File: src/rtl/uart_rx_keypad_if.sv
// Signal bundle between the host-side UART line / board display logic and the keypad receiver.
// state_dbg mirrors the receiver FSM encoding so checkers can follow frame progress.
interface uart_rx_keypad_if;
    logic       rx;
    logic [3:0] key_code;
    logic       key_valid;
    logic       char_err;
    logic       frame_err;
    logic       rx_led;
    logic       err_led;
    logic [2:0] state_dbg;

    // Handshake: rx is a free-running asynchronous line; key_valid, char_err and
    // frame_err are single-cycle pulses with no ready, at most one high per cycle,
    // and key_code is only meaningful (and held) from a key_valid pulse onwards.
    modport master (
        output rx,
        input  key_code, key_valid, char_err, frame_err, rx_led, err_led, state_dbg
    );

    modport slave (
        input  rx,
        output key_code, key_valid, char_err, frame_err, rx_led, err_led, state_dbg
    );
endinterface

File: src/rtl/uart_rx_keypad.sv
// 8N1 UART receiver that maps ASCII keypad characters (0-9, A-D/a-d, '*', '#')
// back to 4-bit keypad codes, with frame/character error pulses and LEDs.
module uart_rx_keypad #(
    parameter int CLK_FREQ  = 100_000_000,
    parameter int BAUD_RATE = 9600
) (
    input  logic              clk,
    input  logic              rst,
    uart_rx_keypad_if.slave   bus_io
);
    localparam int CLKS_PER_BIT = CLK_FREQ / BAUD_RATE;
    localparam int CW           = $clog2(CLKS_PER_BIT);
    localparam logic [CW-1:0] HALF_LAST = CW'(CLKS_PER_BIT / 2 - 1);
    localparam logic [CW-1:0] BIT_LAST  = CW'(CLKS_PER_BIT - 1);

    typedef enum logic [2:0] {
        IDLE  = 3'd0,
        START = 3'd1,
        DATA  = 3'd2,
        STOP  = 3'd3,
        BREAK = 3'd4
    } state_t;

    state_t        state_q;
    logic          sync1_q;
    logic          rx_s_q;
    logic [CW-1:0] clk_cnt_q;
    logic [2:0]    bit_idx_q;
    logic [7:0]    shift_q;
    logic [3:0]    key_code_q;
    logic          key_valid_q;
    logic          char_err_q;
    logic          frame_err_q;
    logic          rx_led_q;
    logic          err_led_q;
    logic [4:0]    dec_w;

    // Returns {hit, code}; hit is low for bytes outside the keypad character set.
    function automatic logic [4:0] decode(input logic [7:0] b);
        logic [4:0] r;
        r = 5'b0;
        if (b >= 8'h30 && b <= 8'h39)
            r = {1'b1, b[3:0]};
        else if ((b >= 8'h41 && b <= 8'h44) || (b >= 8'h61 && b <= 8'h64))
            r = {1'b1, b[3:0] + 4'd9};
        else if (b == 8'h2A)
            r = {1'b1, 4'hE};
        else if (b == 8'h23)
            r = {1'b1, 4'hF};
        return r;
    endfunction

    assign dec_w = decode(shift_q);

    always_ff @(posedge clk or posedge rst) begin
        if (rst) begin
            sync1_q <= 1'b1;
            rx_s_q  <= 1'b1;
        end else begin
            sync1_q <= bus_io.rx;
            rx_s_q  <= sync1_q;
        end
    end

    always_ff @(posedge clk or posedge rst) begin
        if (rst) begin
            state_q     <= IDLE;
            clk_cnt_q   <= '0;
            bit_idx_q   <= 3'd0;
            shift_q     <= 8'h00;
            key_code_q  <= 4'h0;
            key_valid_q <= 1'b0;
            char_err_q  <= 1'b0;
            frame_err_q <= 1'b0;
            rx_led_q    <= 1'b0;
            err_led_q   <= 1'b0;
        end else begin
            key_valid_q <= 1'b0;
            char_err_q  <= 1'b0;
            frame_err_q <= 1'b0;
            case (state_q)
                IDLE: begin
                    clk_cnt_q <= '0;
                    bit_idx_q <= 3'd0;
                    if (!rx_s_q) begin
                        state_q  <= START;
                        rx_led_q <= 1'b1;
                    end
                end
                START: begin
                    if (clk_cnt_q == HALF_LAST) begin
                        clk_cnt_q <= '0;
                        if (!rx_s_q) begin
                            state_q <= DATA;
                        end else begin
                            state_q  <= IDLE;
                            rx_led_q <= 1'b0;
                        end
                    end else begin
                        clk_cnt_q <= clk_cnt_q + CW'(1);
                    end
                end
                DATA: begin
                    if (clk_cnt_q == BIT_LAST) begin
                        clk_cnt_q <= '0;
                        shift_q   <= {rx_s_q, shift_q[7:1]};
                        if (bit_idx_q == 3'd7) begin
                            state_q <= STOP;
                        end else begin
                            bit_idx_q <= bit_idx_q + 3'd1;
                        end
                    end else begin
                        clk_cnt_q <= clk_cnt_q + CW'(1);
                    end
                end
                STOP: begin
                    if (clk_cnt_q == BIT_LAST) begin
                        clk_cnt_q <= '0;
                        if (rx_s_q) begin
                            // Returning at the stop-bit midpoint leaves half a bit to catch a back-to-back start edge.
                            state_q  <= IDLE;
                            rx_led_q <= 1'b0;
                            if (dec_w[4]) begin
                                key_code_q  <= dec_w[3:0];
                                key_valid_q <= 1'b1;
                            end else begin
                                char_err_q <= 1'b1;
                                err_led_q  <= 1'b1;
                            end
                        end else begin
                            state_q     <= BREAK;
                            frame_err_q <= 1'b1;
                            err_led_q   <= 1'b1;
                        end
                    end else begin
                        clk_cnt_q <= clk_cnt_q + CW'(1);
                    end
                end
                BREAK: begin
                    if (rx_s_q) begin
                        state_q  <= IDLE;
                        rx_led_q <= 1'b0;
                    end
                end
                default: begin
                    state_q  <= IDLE;
                    rx_led_q <= 1'b0;
                end
            endcase
        end
    end

    assign bus_io.key_code  = key_code_q;
    assign bus_io.key_valid = key_valid_q;
    assign bus_io.char_err  = char_err_q;
    assign bus_io.frame_err = frame_err_q;
    assign bus_io.rx_led    = rx_led_q;
    assign bus_io.err_led   = err_led_q;
    assign bus_io.state_dbg = state_q;
endmodule

File: src/flat_wrapper.sv
// flat-port wrapper written by rule: the top's interface ports become plain ports
module uart_rx_keypad_flat 
#(
    parameter int CLK_FREQ  = 100_000_000,
    parameter int BAUD_RATE = 9600
)
  (clk, rst, bus_io_rx, bus_io_key_code, bus_io_key_valid, bus_io_char_err, bus_io_frame_err, bus_io_rx_led, bus_io_err_led, bus_io_state_dbg);
  uart_rx_keypad_if bus_io_i ();
  input  logic clk;
  input  logic rst;
  input wire logic [$bits(bus_io_i.rx)-1:0] bus_io_rx;
  output wire logic [$bits(bus_io_i.key_code)-1:0] bus_io_key_code;
  output wire logic [$bits(bus_io_i.key_valid)-1:0] bus_io_key_valid;
  output wire logic [$bits(bus_io_i.char_err)-1:0] bus_io_char_err;
  output wire logic [$bits(bus_io_i.frame_err)-1:0] bus_io_frame_err;
  output wire logic [$bits(bus_io_i.rx_led)-1:0] bus_io_rx_led;
  output wire logic [$bits(bus_io_i.err_led)-1:0] bus_io_err_led;
  output wire logic [$bits(bus_io_i.state_dbg)-1:0] bus_io_state_dbg;
  assign bus_io_i.rx = bus_io_rx;
  assign bus_io_key_code = bus_io_i.key_code;
  assign bus_io_key_valid = bus_io_i.key_valid;
  assign bus_io_char_err = bus_io_i.char_err;
  assign bus_io_frame_err = bus_io_i.frame_err;
  assign bus_io_rx_led = bus_io_i.rx_led;
  assign bus_io_err_led = bus_io_i.err_led;
  assign bus_io_state_dbg = bus_io_i.state_dbg;
  uart_rx_keypad #(.CLK_FREQ(CLK_FREQ), .BAUD_RATE(BAUD_RATE)) u_core (.clk(clk), .rst(rst), .bus_io(bus_io_i));
endmodule
File: config.mk
export PLATFORM = sky130hd
export DESIGN_NAME = uart_rx_keypad_flat
export DESIGN_NICKNAME = d
export VERILOG_FILES = /design/src/rtl/uart_rx_keypad_if.sv /design/src/rtl/uart_rx_keypad.sv /design/src/flat_wrapper.sv
export SDC_FILE = /design/constraint.sdc
export NUM_CORES = 1
export LEC_CHECK = 0
export CAP_MARGIN = 20
export CELL_PAD_IN_SITES_DETAIL_PLACEMENT = 2
export CELL_PAD_IN_SITES_GLOBAL_PLACEMENT = 2
export CORE_MARGIN = 10
export CORE_UTILIZATION = 35
export CTS_BUF_LIST = sky130_fd_sc_hd__clkbuf_4 sky130_fd_sc_hd__clkbuf_8
export CTS_CLUSTER_DIAMETER = 200
export DETAILED_ROUTE_END_ITERATION = 10
export GPL_ROUTABILITY_DRIVEN = 0
export GPL_TIMING_DRIVEN = 1
export MAX_ROUTING_LAYER = met4
export PLACE_DENSITY_LB_ADDON = 0.15
export SLEW_MARGIN = 20
export SYNTH_ARGS = -nofsm -noshare
export SYNTH_HDL_FRONTEND = slang
export SYNTH_SLANG_ARGS = --single-unit
File: constraint.sdc
create_clock -name clk -period 1.85 [get_ports clk]
set_input_delay 0.555 -clock clk [delete_from_list [all_inputs] [get_ports clk]]
set_output_delay 0.555 -clock clk [all_outputs]
set_load 0.01 [all_outputs]
==> summary.md <==
| Metric | Value |
|---|---|
| # diodes | `0` |
| H-tree levels | `2` |
| Fmax | `0.492 GHz` |
| Vias | `1,946` |
| CP arrival | `2210 ps` |
| Initial Util | `35.7%` |
| Netlist Area Pre-Place | `2090 um^2` |
| PD cells | `547 nW/um^2` |
| Gr ovfl total | `0` |
| Outcome | `complete, but fails checks` |
| Dpl cell area | `2610 um^2` |
| Max-slew headroom | `72.7%` |
| Root Buffer | `clkbuf_8` |
| Post-synthesis sequential area ratio | `46.9%` |
| Clock transition at path regs | `90 ps` |
| Syn nets | `219` |
| Syn_area_per_cell | `10.0 um^2` |
| Total power | `1.65 mW` |
| RSZ-0062 raised after global routing | `true` |
| Nets | `285` |
| Insertion delay to the later sink of the worst-skew pair | `300 ps` |
| Worst setup startpoint | `u_core.shift_q[3]$_DFFE_PP0P_` |
| CP required | `2030 ps` |
| Hold Path Cell Cnt | `0` |
| Peak fanout along the critical path | `4` |
| DIE HEIGHT | `97.2 um` |
| Final HPWL DP | `4.60 mm` |
| Share of cells above drive strength 1 | `37.1%` |
| Maxcap violations | `0` |
| Routed length per instance | `21.2 um` |
| CTS sink cnt | `39` |
| Switching component of the power | `344 uW` |
| TritonCTS clock tree | `built` |
| Pin count of the biggest net entering global routing | `40` |
| Final worst slack | `-182 ps` |
| CORE AREA | `5850 um^2` |
| Critical Path Start Type | `flip-flop` |
| Ys async rst share | `100%` |
| Initial antenna violation count | `0` |
| Vias in the first global route | `2,143` |
| R2r startpoint | `u_core.shift_q[3]$_DFFE_PP0P_` |
| Pint | `1.30 mW` |
| Post-route cell area | `3010 um^2` |
| Die span in x | `97.2 um` |
| Clock share of power | `46.0%` |
| Endpoint class of the critical path | `flip-flop` |
| Failing checks | `setup timing` |
| Final Max Slew Viols | `0` |
| Mapped Cells | `208` |
| Hold Startpoint | `u_core.sync1_q$_DFF_PP1_` |
| WS Path Type | `flip-flop to flip-flop` |
| GRT Util Overall | `15.0%` |
| Hold Crit Class | `flip-flop to flip-flop` |
| Cts bufs inserted | `5` |
| Post-route minimum period | `2030 ps` |
| Final hold viol count | `0` |
| Die ar. | `9460 um^2` |
| Hold Buf Count CTS | `0` |
| Final wirelength | `7.41 mm` |
| Ports | `15` |
| TNS Setup | `-1120 ps` |
| Main synth FF type | `dfrtp_1` |
| Worst vdd ir | `0.000351 V` |
| Leak Pwr | `1.43 nW` |
| Layout area overhead | `44.2%` |
| Clock Path Buffers | `2` |
| Worst-Margin Slew | `406 ps` |
| Post-route ant nets | `0` |
| Synthesis-stage register bit count | `39` |
| Worst slack at placement | `-210 ps` |
| Tcrit/Tclk final | `110%` |
| Port Buffers | `14` |
| Setup violations, final | `14` |
| Worst Skew | `11.4 ps` |
| Flop pwr share | `52.2%` |
| EDFF count, synth | `0` |
| Drt initial violations | `77` |
| Number of synthesis warnings | `0` |
| DR pass1 iterations | `4` |
| Logic pwr share | `1.8%` |
| DRC | `0` |
| Post-DR vias/cell | `5.56` |
| First-pass GRT wire length | `11.5 mm` |
| Sw Ratio | `20.9%` |
| Yosys cell types | `50` |
| FF-to-FF path depth | `5` |
| Rows | `28` |
==> kinds of logic (layout without fill, tap and decap cells) <==
logic type | after synthesis | in the layout | synth area share [%]
buffers and inverters | 17 | 84 | 3.12
AOI/OAI and AO/OA | 46 | 46 | 15.0
DFF | 39 | 39 | 46.9
muxes | 13 | 13 | 6.89
adders and majority gates | 8 | 8 | 4.79
xor gates and xnor gates | 3 | 3 | 1.26
and+or+nand+nor | 82 | 82 | 22.0
==> final cells by class <==
| type | count | area [um^2] |
|---|---|---|
| repair buffers | 66 | 581 |
| fillers | 601 | 2840 |
| inverters | 10 | 41.3 |
| clock inverters | 2 | 35.0 |
| clock buffers | 6 | 82.6 |
| multi-input cells | 152 | 1190 |
| flip-flops and latches | 39 | 982 |
| well taps | 75 | 93.8 |
==> critical path, stage by stage, from the launching register on <==
cell	delay, ps
dfrtp_1	420
or4b_4	540
a221o_1	330
nand3b_1	210
nand2b_4	110
mux2_4	310
==> metal layers <==
layer,share of wire [%],GRT usage (%),up-vias
met5,0,-,-
met4,1.3,3.80,0
met3,1.9,2.77,8
met2,58,27.7,25
met1,39,15.9,1014
li1,-,-,899
==> synthesized netlist by cell type, types with 4 or more instances <==
cell type / n / share of area [%]
dfrtp_1: 37 / 44
nor2_1: 21 / 3.8
a21oi_1: 12 / 2.9
nand2_1: 12 / 2.2
mux2_2: 11 / 5.9
inv_1: 10 / 1.8
nand3_1: 9 / 2.2
ha_1: 8 / 4.8
o21ai_0: 7 / 1.7
a22o_1: 5 / 2.1
clkbuf_1: 5 / 0.90
nand4_1: 5 / 1.5
a22oi_1: 4 / 1.4
a31oi_1: 4 / 1.2
and4_1: 4 / 1.7
==> power groups by stage <==
stage	clock, mW	sequential, mW	combinational, mW
6_report	0.757	0.859	0.0302
2_1_floorplan	0	0.874	0.0148
3_5_place_dp	0	0.875	0.0308
4_1_cts	0.766	0.858	0.0309
5_1_grt	0.816	0.859	0.0342
3_3_place_gp	0	0.875	0.0293
==> metrics by stage <==
step,hold WS (ps),cells,utilization [%]
after floorplan,345,208,-
after global placement,346,328,44.5
after detailed placement,353,328,44.5
after CTS,365,342,48.7
after global routing,376,350,51.5
final,372,350,51.5
==> flip-flops by register name (all words and copies together), names as in the netlist <==
register and cells:
u_core.bus_io.err_led 1, u_core.bus_io.frame_err 1, u_core.bus_io.key_valid 1, u_core.bus_io.state_dbg 3, u_core.sync1_q 1, u_core.rx_s_q 1
u_core.bus_io.rx_led 1, u_core.bus_io.key_code 4, u_core.clk_cnt_q 14, u_core.bus_io.char_err 1, u_core.shift_q 8, u_core.bit_idx_q 3
==> cell usage in the layout, fill, tap and decap left out, types with 2 or more instances in the layout <==
| master | count |
|---|---|
| buf_4 | 43 |
| dfrtp_1 | 34 |
| nor2_1 | 21 |
| clkdlybuf4s50_1 | 12 |
| a21oi_1 | 11 |
| nand2_1 | 11 |
| nand3_1 | 9 |
| mux2_4 | 8 |
| inv_1 | 7 |
| ha_1 | 7 |
| clkbuf_8 | 6 |
| buf_6 | 6 |
| a22o_1 | 5 |
| nand4_1 | 5 |
| a31oi_1 | 4 |
| a22oi_1 | 4 |
| o21ai_1 | 4 |
| and4_1 | 3 |
| mux2_2 | 3 |
| o21ai_0 | 3 |
| xnor2_1 | 3 |
| nand2b_4 | 3 |
| dfrtp_2 | 3 |
| nor4bb_2 | 2 |
| or2_4 | 2 |
| nor3b_1 | 2 |
| nor3_1 | 2 |
| a21o_1 | 2 |
| or3_1 | 2 |
| inv_2 | 2 |
| nand3b_1 | 2 |
| mux2i_1 | 2 |
| dlymetal6s2s_1 | 2 |
| buf_12 | 2 |
| dfstp_2 | 2 |
==> repair_timing <==
item / 4_1_cts / 5_1_grt
endpoints found under the setup margin: 24 / 26
gates resized for setup: 22 / 30
cloned: 0 / 1
pin swaps: 7 / 10
setup buffers: 6 / 7
hold endpoints to repair: 0 / 0
==> path summary, 6_finish.rpt <==
kind | endpoint | slack, ps
worst min-delay path | u_core.rx_s_q$_DFF_PP1_ | 370
worst max-delay path | u_core.bus_io.key_code[2]$_DFFE_PP0P_ | -180
worst min register to register | u_core.rx_s_q$_DFF_PP1_ | 370
max in group asynchronous | u_core.rx_s_q$_DFF_PP1_ | 980
worst max register to register | u_core.bus_io.key_code[2]$_DFFE_PP0P_ | -180
min in group asynchronous | u_core.shift_q[3]$_DFFE_PP0P_ | 600
Power figures use the tool's default switching activity.
